## src/rtl/clock_divider_prog.sv

```systemverilog
// clock_divider_prog: NCH-channel programmable 50% duty clock divider with tick strobes and glitch-free divisor updates.
// Optional TICK_CNT_EN adds a 16-bit rising-edge counter per channel on tick_cnt_o.
module clock_divider_prog #(
    parameter int NCH     = 4,
    parameter int CW      = 32,
    parameter int DEF_DIV = 49999
) (
    input  logic                                     clk_i,
    input  logic                                     reset,
    input  logic                                     en_i,
    input  logic                                     sync_i,
    input  logic                                     cfg_valid_i,
    output logic                                     cfg_ready_o,
    input  logic [((NCH > 1) ? $clog2(NCH) : 1)-1:0] cfg_ch_i,
    input  logic [CW-1:0]                            cfg_div_i,
    output logic [NCH-1:0]                           clk_o,
    output logic [NCH-1:0]                           tick_o
`ifdef TICK_CNT_EN
    ,
    output logic [NCH*16-1:0]                        tick_cnt_o
`endif
);
    localparam int CHW = (NCH > 1) ? $clog2(NCH) : 1;

    logic [NCH-1:0] pend_v;

    // Indices with no channel behind them always read as ready
    always_comb begin
        cfg_ready_o = 1'b1;
        for (int i = 0; i < NCH; i++)
            if (cfg_ch_i == CHW'(i)) cfg_ready_o = ~pend_v[i];
    end

    for (genvar k = 0; k < NCH; k++) begin : g_ch
        logic [CW-1:0] cnt_q, cnt_d, act_q, act_d, pdiv_q, pdiv_d, nxt_div;
        logic          clk_q, clk_d, tick_q, tick_d, pend_q, pend_d;
        logic          tc, xfer, bnd;

        assign xfer    = cfg_valid_i & ~pend_q & (cfg_ch_i == CHW'(k));
        assign tc      = cnt_q == act_q;
        // Divisor changes only land on a half-period boundary or a sync restart
        assign bnd     = sync_i | (en_i & tc);
        assign nxt_div = xfer ? cfg_div_i : (pend_q ? pdiv_q : act_q);

        always_comb begin
            cnt_d  = bnd ? '0 : cnt_q + CW'(en_i);
            clk_d  = sync_i ? 1'b0 : clk_q ^ (en_i & tc);
            tick_d = ~sync_i & en_i & tc;
            act_d  = bnd ? nxt_div : act_q;
            pend_d = ~bnd & (pend_q | xfer);
            pdiv_d = xfer ? cfg_div_i : pdiv_q;
        end

        always_ff @(posedge clk_i) begin
            if (reset) begin
                cnt_q  <= '0;
                clk_q  <= 1'b0;
                tick_q <= 1'b0;
                act_q  <= CW'(DEF_DIV);
                pend_q <= 1'b0;
                pdiv_q <= '0;
            end else begin
                cnt_q  <= cnt_d;
                clk_q  <= clk_d;
                tick_q <= tick_d;
                act_q  <= act_d;
                pend_q <= pend_d;
                pdiv_q <= pdiv_d;
            end
        end

        assign clk_o[k]  = clk_q;
        assign tick_o[k] = tick_q;
        assign pend_v[k] = pend_q;

`ifdef TICK_CNT_EN
        logic [15:0] tcnt_q, tcnt_d;

        assign tcnt_d = sync_i ? '0 : tcnt_q + 16'(en_i & tc & ~clk_q);

        always_ff @(posedge clk_i) begin
            if (reset) tcnt_q <= '0;
            else tcnt_q <= tcnt_d;
        end

        assign tick_cnt_o[16*k +: 16] = tcnt_q;
`endif
    end
endmodule

```

## config.mk

```make
export PLATFORM = sky130hd
export DESIGN_NAME = clock_divider_prog
export DESIGN_NICKNAME = d
export VERILOG_FILES = /design/src/rtl/clock_divider_prog.sv
export SDC_FILE = /design/constraint.sdc
export NUM_CORES = 1
export LEC_CHECK = 0
export ABC_AREA = 1
export CORE_MARGIN = 4
export CORE_UTILIZATION = 62
export DETAILED_ROUTE_END_ITERATION = 10
export PLACE_DENSITY_LB_ADDON = 0.12
export SETUP_SLACK_MARGIN = 0.15
export SLEW_MARGIN = 40
export SYNTH_ARGS = -nofsm -noshare
export SYNTH_HDL_FRONTEND = slang
export SYNTH_SLANG_ARGS = --single-unit
```

## constraint.sdc

```tcl
create_clock -name clk_i -period 2.5 [get_ports clk_i]
set_input_delay 0.5 -clock clk_i [delete_from_list [all_inputs] [get_ports clk_i]]
set_output_delay 0.5 -clock clk_i [all_outputs]
set_load 0.01 [all_outputs]
```

==> impl_metrics.toml, run 1 <==
[setup_path]
cp_max_fo = 4
reg2reg_depth = 12
worstPathCellList = "clkdlybuf4s50_1 > inv_2 > nand3_1 > nand4_1 > dlygate4sd2_1"
path_class = "primary input to primary output"
cp.required_ps = 2000
end_kind = "primary output"
crit_slowest_cell = "clkdlybuf4s50_1"
cpPeakStageDelay_ps = 560
crit_arrival_ps = 1820
critical_path_buf_inv_count = 3
crit_family = "buffers and inverters"
crit_cells = 5
start_kind = "primary input"

[global_routing]
grt_max_degree = 129
grt_use_total_pct = 29.78
grt_pass1_vias = 16430
grt_pass1_wl_mm = 82.28
antenna_found_initial = 0
grt-ovfl-total = 0

[power]
pwr-share-seq_pct = 46.0
p_sw_share_pct = 23.35
pwr-share-comb_pct = 8.1
p_sw_mw = 3.342
peakVddDrop_v = 0.0006169
pwr_density_cell_nw_per_um2 = 650.0
leakage_nw = 8.556
p_clk_share_pct = 45.9
power.internal_mw = 10.97

[clocking]
clk_path_buf_depth = 3
cts_tree = "built"
cts_root_buf = "clkbuf_16"
clk_latency_ps = 540
cts_buffers = 42
clock_sinks = 396
cts.clk_slew.worst_paths_ps = 60
ctsHtreeMaxLevel = 2

[synthesis]
synth_area_per_cell_um2 = 7.158
ys_warn_count = 0
synth_top_cell_area_share_pct = 41.43
synth_seq_cells = 396
ys.flop_type = "dfxtp_1"
synth_edf_count = 0
synthArstFlopShare_pct = 0
synth.area.top_cells = "dfxtp_1, nand2_1, nor2_1, mux2i_1, nand3_1"
yosysSeqAreaShare_pct = 41.43
synthCells = 2673
synth_top_area_cell = "dfxtp_1"
synth_area_um2 = 19130
syn_nets = 2720
synth_cell_types = 38

[layout]
layout_commonest_cell = "nand2_1"
nets = 2802
drive_gt1_share_pct = 9.267
final_util_pct = 72.19
final_cell_mix = "nand2_1, nor2_1, dfxtp_1"
syn_to_final_growth_pct = 15.10
num_antenna_cells = 0

[die]
initial_utilization_pct = 62.72
io_pins = 48
die_h_um = 183.7
die_w_um = 183.7
core_um2 = 30510
die_area_um2 = 33740
rows = 64

[drt]
drc = 0
drt_wl_total_mm = 51.32
vias_per_cell = 5.450
wl_per_cell_um = 16.14
vias = 17330
drtAntennaViolNets = 0
drtIter0Drc = 1431
first_pass_iters = 5

[job]
maxCapViolCount = 0

[sta]
fmax_ghz = 0.4312
worstMarginPinSlew_ps = 839.0
finalHoldViolations = 0
rsz0062_at_grt = "no"
setup_violations = 0
clock_skew_ps = 14.60
min_period_over_period_pct = 92.76
slew_headroom_pct = 43.55
period_needed_ps = 2319
finalMaxSlewViolations = 0
fin_hold_ws_ps = 330.5

[placed_design]
gp_congestion = 0.9791
io_buffers = 47
post-dp-hpwl_mm = 37.37

[min_path]
min_path_type = "primary input to flip-flop"
min_path_cells = 3

[outcome]
status = "finished clean"
## routing by layer
metal	track usage, %	vias to the layer above	routed length, µm
li1	-	8694	-
met1	41.48	8004	22760
met2	48.24	542	23510
met3	4.927	90	3947
met4	8.224	0	1100
met5	0	-	0
## flip-flops by register name, indices dropped and copies added (netlist names)
signal,count
g_ch.clk_q,4
g_ch.act_q,128
g_ch.pend_q,4
g_ch.cnt_q,128
g_ch.tick_q,4
g_ch.pdiv_q,128
## layout make-up
class / count / area, µm²
clock inverters: 13 / 200.2
well taps: 396 / 495.5
clock buffers: 60 / 1272
inverters: 270 / 1016
repair buffers: 153 / 1471
fillers: 2508 / 8486
flip-flops and latches: 396 / 7928
multi-input cells: 1892 / 9641
## worst min-delay path, stage by stage
cell     delay [ps]
buf_4           120
inv_4           120
nand3_1         110
## Yosys cell counts (all sizes together), types with 40 or more instances
master,n
nand2,601
nand4,48
clkbuf,41
nand3,202
xor2,52
nor3,57
nand3b,40
inv,260
nor2,475
buf,74
a21oi,141
dfxtp,396
mux2i,130
## through the flow
stage / setup slack [ps] / TNS (ps) / total power, mW / std cells / cell area (µm²)
2_1_floorplan: 526.2 / 0 / 7.455 / 2673 / 19130
3_3_place_gp: -234.2 / -10890 / 7.829 / 3103 / 20480
3_5_place_dp: -257.6 / -16670 / 7.855 / 3103 / 20480
4_1_cts: 182.8 / 0 / 14.38 / 3176 / 21950
5_1_grt: 187.0 / 0 / 14.81 / 3180 / 22020
6_report: 181.1 / 0 / 14.32 / 3180 / 22020
## power by group through the flow
stage	clock network, mW	logic, mW	registers, mW
after floorplan	0	0.767	6.69
after global placement	0	1.11	6.72
after detailed placement	0	1.13	6.73
after CTS	6.65	1.14	6.59
after global routing	6.94	1.27	6.60
final	6.57	1.15	6.59
## path summary, 6_finish.rpt
check	endpoint	from	slack [ps]
max	cfg_ready_o	cfg_ch_i[1]	180
min	g_ch[0].act_q[2]	reset	330
min reg2reg	g_ch[2].clk_q	g_ch[2].clk_q	460
max reg2reg	g_ch[1].act_q[9]	g_ch[1].cnt_q[3]	390
## cells by family (layout without fill, tap and decap cells)
group	after synthesis	after routing	share of synthesized area, %
muxes	130	130	6.801
buffers and inverters	385	496	8.468
adders and majority gates	8	8	0.5231
xor gates and xnor gates	91	91	4.165
and+or+nand+nor	1482	1482	33.84
DFF	396	396	41.43
AOI/OAI and AO/OA	181	181	4.773
## what timing repair did
item                                    4_1_cts  5_1_grt
setup buffers                                 0        4
gates resized for setup                       1        9
pin swaps                                     0        3
endpoints found under the setup margin        1       12
hold buffers                                  0        0
Power figures use the tool's default switching activity.
==> inputs of run 2 (changes only) <==
Settings changed: CORE_UTILIZATION 62 to 50.
==> impl_metrics.toml, run 2 (synthesis results as in run 1) <==
[drt]
first_pass_iters = 5
vias = 16900
drt_wl_total_mm = 51.18
drc = 0
wl_per_cell_um = 15.60
drtAntennaViolNets = 0
vias_per_cell = 5.149
drtIter0Drc = 1000

[die]
core_um2 = 37670
rows = 71
io_pins = 48
die_area_um2 = 41460
die_w_um = 203.6
initial_utilization_pct = 50.80
die_h_um = 203.6

[clocking]
cts_tree = "built"
clk_path_buf_depth = 3
cts_buffers = 43
postCtsHoldBufs = 0
ctsHtreeMaxLevel = 2
cts.clk_slew.worst_paths_ps = 60
clock_sinks = 396
clk_latency_ps = 560
cts_root_buf = "clkbuf_16"

[setup_path]
reg2reg_depth = 12
start_kind = "primary input"
r2r-end = "g_ch[1].act_q[15]"
worstPathCellList = "clkdlybuf4s50_1 > buf_4 > ha_1 > ha_1 > nand3_1 > nor2_2 > nand2_1 > nor2_1 > nand3_1 > buf_4 > o21ai_0 > o21ai_0 > nor2_1"
reg2reg_slack_ps = 470
critical_path_buf_inv_count = 3
path_class = "primary input to flip-flop"
end_kind = "flip-flop"
cpPeakStageDelay_ps = 500
cp_max_fo = 5
rr_startpoint = "g_ch[1].cnt_q[17]"
cp.required_ps = 3000
crit_arrival_ps = 2720
crit_slowest_cell = "clkdlybuf4s50_1"
crit_family = "buffers and inverters"

[sta]
finalMaxSlewViolations = 0
finalHoldViolations = 0
min_period_over_period_pct = 88.84
setup_violations = 0
clock_skew_ps = 11.56
worstMarginPinSlew_ps = 590.5
slew_headroom_pct = 60.33
final.setup.tns_ps = 0
fmax_ghz = 0.4502
rsz0062_at_grt = "yes"
period_needed_ps = 2221

[layout]
drive_gt1_share_pct = 8.625
syn_to_final_growth_pct = 15.14
num_antenna_cells = 0
fillers = 3683
largestRegisters = "g_ch.act_q (128), g_ch.cnt_q (128), g_ch.pdiv_q (128)"
postLayoutCellArea_um2 = 22030
regArea_um2 = 7928
layout_commonest_cell = "nand2_1"
nets = 2788
multiInputGateArea_um2 = 9612
final_cell_mix = "nand2_1, nor2_1, dfxtp_1"

[global_routing]
grt_use_total_pct = 24.53
antenna_found_initial = 0
grt-ovfl-total = 0
grt_pass1_wl_mm = 82.92
grt_max_degree = 129
grt_pass1_vias = 16120

[placed_design]
gp_congestion = 0.9642
io_buffers = 47
post-dp-hpwl_mm = 37.60
placed_cell_area_um2 = 20560

[job]
maxCapViolCount = 0

[power]
p_sw_mw = 3.372
p_sw_share_pct = 23.60
peakVddDrop_v = 0.0004422
power_mw = 14.29
pwr-share-seq_pct = 46.1
power.internal_mw = 10.91
pwr_density_cell_nw_per_um2 = 648.5
p_clk_share_pct = 45.9
pwr-share-comb_pct = 8.0
leakage_nw = 8.459

[min_path]
min_path_cells = 3
min_path_type = "primary input to flip-flop"
min-delay-start = "reset"
min_to = "g_ch[0].act_q[0]"

[outcome]
status = "finished clean"
==> run 2: layout make-up <==
| class | instances | area share, % |
|---|---|---|
| inverter | 270 | 4.612 |
| multi-input combinational | 1892 | 43.63 |
| tap | 511 | 2.902 |
| timing repair buffer | 138 | 6.259 |
| sequential | 396 | 35.98 |
| clock inverter | 10 | 0.7099 |
| clock buffer | 65 | 5.906 |
==> run 2: what timing repair did <==
action,CTS,global route
resized for setup,1,3
setup endpoints to repair,1,7
setup buffers,0,1
pin swaps,0,1
==> run 2: worst max-delay path by stage <==
stage / start / to / slack (ps) / cells after the start
after floorplan: en_i / g_ch[0].cnt_q[30] / 530 / 13
after global placement: en_i / g_ch[0].act_q[27] / -260 / 12
after detailed placement: en_i / g_ch[2].cnt_q[26] / -300 / 11
after CTS: en_i / g_ch[2].cnt_q[26] / 280 / 11
after global routing: en_i / g_ch[2].cnt_q[14] / 120 / 11
final: en_i / g_ch[1].cnt_q[16] / 280 / 13
==> run 2: through the flow <==
step / cells / utilization, % / hold slack, ps / setup slack [ps]
finish: 3282 / 58.49 / 293.0 / 278.9
global route: 3282 / 58.49 / 292.7 / 118.3
CTS: 3281 / 58.45 / 272.4 / 277.0
detailed placement: 3206 / 54.58 / 452.1 / -302.6
global placement: 3206 / 54.58 / 445.1 / -262.4
floorplan: 2673 / - / 428.9 / 526.2
==> run 2: worst reg2reg max path, stage by stage (launching register included) <==
cell and delay [ps]:
dfxtp_1 480, inv_2 80, nand2_1 80, nand2_1 50, nor2_1 170, nand3_1 100, nor2_1 120, nand3_1 140
nand2_1 200, buf_12 190, nand2_2 130, nand2_1 110, nand3_1 60
==> run 2: routing by layer <==
metal | vias to the layer above | part of all wire [%] | global-route usage [%]
met5 | - | 0 | 0
met4 | 0 | 1.8 | 5.372
met3 | 61 | 6.1 | 5.295
met2 | 380 | 45 | 39.46
met1 | 7802 | 47 | 34.12
li1 | 8656 | - | -
==> run 2: power groups by stage <==
stage / Clock [mW] / Combinational [mW] / Sequential, mW
6_report: 6.56 / 1.14 / 6.59
5_1_grt: 6.98 / 1.28 / 6.60
4_1_cts: 6.70 / 1.14 / 6.59
3_5_place_dp: 0 / 1.13 / 6.73
3_3_place_gp: 0 / 1.12 / 6.72
2_1_floorplan: 0 / 0.767 / 6.69
==> inputs of run 3 (changes only) <==
Settings changed: CORE_UTILIZATION 50 to 45, DONT_BUFFER_PORTS set to 1.
Clock period 2.5 ns to 2 ns, I/O delays scaled along.
==> impl_metrics.toml, run 3 (synthesis results as in run 1) <==
[placed_design]
preCtsSetupSlack_ps = 10.06
io_buffers = 0
dp_cells = 3201
placed_cell_area_um2 = 20230
gp_congestion = 0.8928
post-dp-hpwl_mm = 40.44

[layout]
layout_commonest_cell = "nand2_1"
final_cells = 3347
largestRegisters = "g_ch.act_q (128), g_ch.cnt_q (128), g_ch.pdiv_q (128)"
fillers = 4011
drive_gt1_share_pct = 20.23
num_antenna_cells = 0
syn_to_final_growth_pct = 23.93
final_cell_mix = "nand2_1, nor2_1, dfxtp_1"
postLayoutCellArea_um2 = 23710
nets = 2824

[sta]
setup_violations = 0
finalMaxSlewViolations = 0
finalHoldViolations = 39
worstMarginPinSlew_ps = 598.2
rsz0062_at_grt = "yes"
worst_slack_ps = 136.0
min_period_over_period_pct = 93.20
final.setup.tns_ps = 0
fin_hold_ws_ps = -110.9
slew_headroom_pct = 60.06
fmax_ghz = 0.5365
clock_skew_ps = 20.73
period_needed_ps = 1864

[drt]
vias = 17420
drtAntennaViolNets = 0
drtIter0Drc = 1222
drc = 0
drt_wl_total_mm = 59.06
first_pass_iters = 6
wl_per_cell_um = 17.65
vias_per_cell = 5.203

[die]
initial_utilization_pct = 45.62
die_h_um = 214.2
rows = 75
core_um2 = 41950
die_w_um = 214.2
die_area_um2 = 45880
io_pins = 48

[min_path]
min_path_type = "primary input to flip-flop"

[clocking]
cts_buffers = 44
cts.clk_slew.worst_paths_ps = 60
postCtsHoldBufs = 14
cts_tree = "built"
clk_path_buf_depth = 3
clock_sinks = 396
ctsHtreeMaxLevel = 2
clk_latency_ps = 580
cts_root_buf = "clkbuf_16"

[outcome]
status = "finished, violations left"
violations = "hold timing"

[setup_path]
start_kind = "flip-flop"
path_class = "flip-flop to flip-flop"
reg2reg_slack_ps = 140
cp.required_ps = 2460
crit_arrival_ps = 2330
cp_max_fo = 17
end_kind = "flip-flop"

[job]
maxCapViolCount = 0

[global_routing]
grt_pass1_wl_mm = 89.19
grt-ovfl-total = 0
grt_max_degree = 130
grt_pass1_vias = 16320
grt_use_total_pct = 23.95
antenna_found_initial = 0

[power]
pwr_density_cell_nw_per_um2 = 779.2
power_mw = 18.48
peakVddDrop_v = 0.0007555
leakage_nw = 9.130
-- run 3: changes by cell type in the layout (fill, tap and decap cells not counted), sizes merged --
cell           previous run  this run
inv                     260       261
clkdlybuf4s50            45         0
bufinv                    4         6
dlygate4sd3               0        14
buf                      92       145
clkinv                   15        14
clkbuf                   65        79
dlygate4sd2               1         0
-- run 3: area by class of cell --
class | count | area [µm²] | share of cell area (%)
multi-input cells | 1892 | 10410 | 43.91
repair buffers | 173 | 1957 | 8.252
inverters | 270 | 1018 | 4.295
well taps | 539 | 674.4 | 2.844
flip-flops and latches | 396 | 8085 | 34.09
clock inverters | 12 | 224.0 | 0.9444
clock buffers | 65 | 1343 | 5.661
-- run 3: stage by stage --
stage          hold slack (ps)  util [%]
2_1_floorplan            428.9         -
3_5_place_dp             458.3     48.22
4_1_cts                 -129.6     52.98
5_1_grt                 -133.8     56.53
6_report                -110.9     56.53
3_3_place_gp             450.4     48.22
-- run 3: critical path, stage by stage, from the launching register on --
cell	delay [ps]
dfxtp_1	310
nor2_1	100
nand2_1	100
nor2_4	140
buf_12	190
mux2i_2	280
nor2_1	60
dlygate4sd3_1	550
-- run 3: per-layer routing --
layer | wire length, µm | GRT usage (%) | share of wire (%) | up-vias
met5 | 0 | 0 | 0 | -
met2 | 25880 | 37.21 | 44 | 450
met1 | 27130 | 33.18 | 46 | 8119
met3 | 4222 | 5.611 | 7.1 | 98
li1 | - | - | - | 8749
met4 | 1834 | 7.478 | 3.1 | 0
-- run 3: report_power, final --
part	switching (mW)	total (mW)	internal, mW
logic	0.862	1.51	0.647
registers	0.148	8.24	8.09
clock network	3.33	8.73	5.40
-- run 3: what timing repair did --
item / in CTS / in global routing
gates cloned: 3 / 17
setup endpoints to repair: 109 / 273
resized for setup: 42 / 283
hold endpoints to repair: 128 / 114
pin swaps: 7 / 65
setup buffers: 9 / 26
-- run 3: path summary, 6_finish.rpt --
| check | cells past startpoint | start | endpoint |
|---|---|---|---|
| worst max register to register | 7 | g_ch[3].pend_q | g_ch[3].pdiv_q[23] |
| worst min-delay path | 1 | reset | g_ch[3].pdiv_q[14] |
| worst max-delay path | 7 | g_ch[3].pend_q | g_ch[3].pdiv_q[23] |
| worst min register to register | 2 | g_ch[0].cnt_q[31] | g_ch[0].cnt_q[31] |
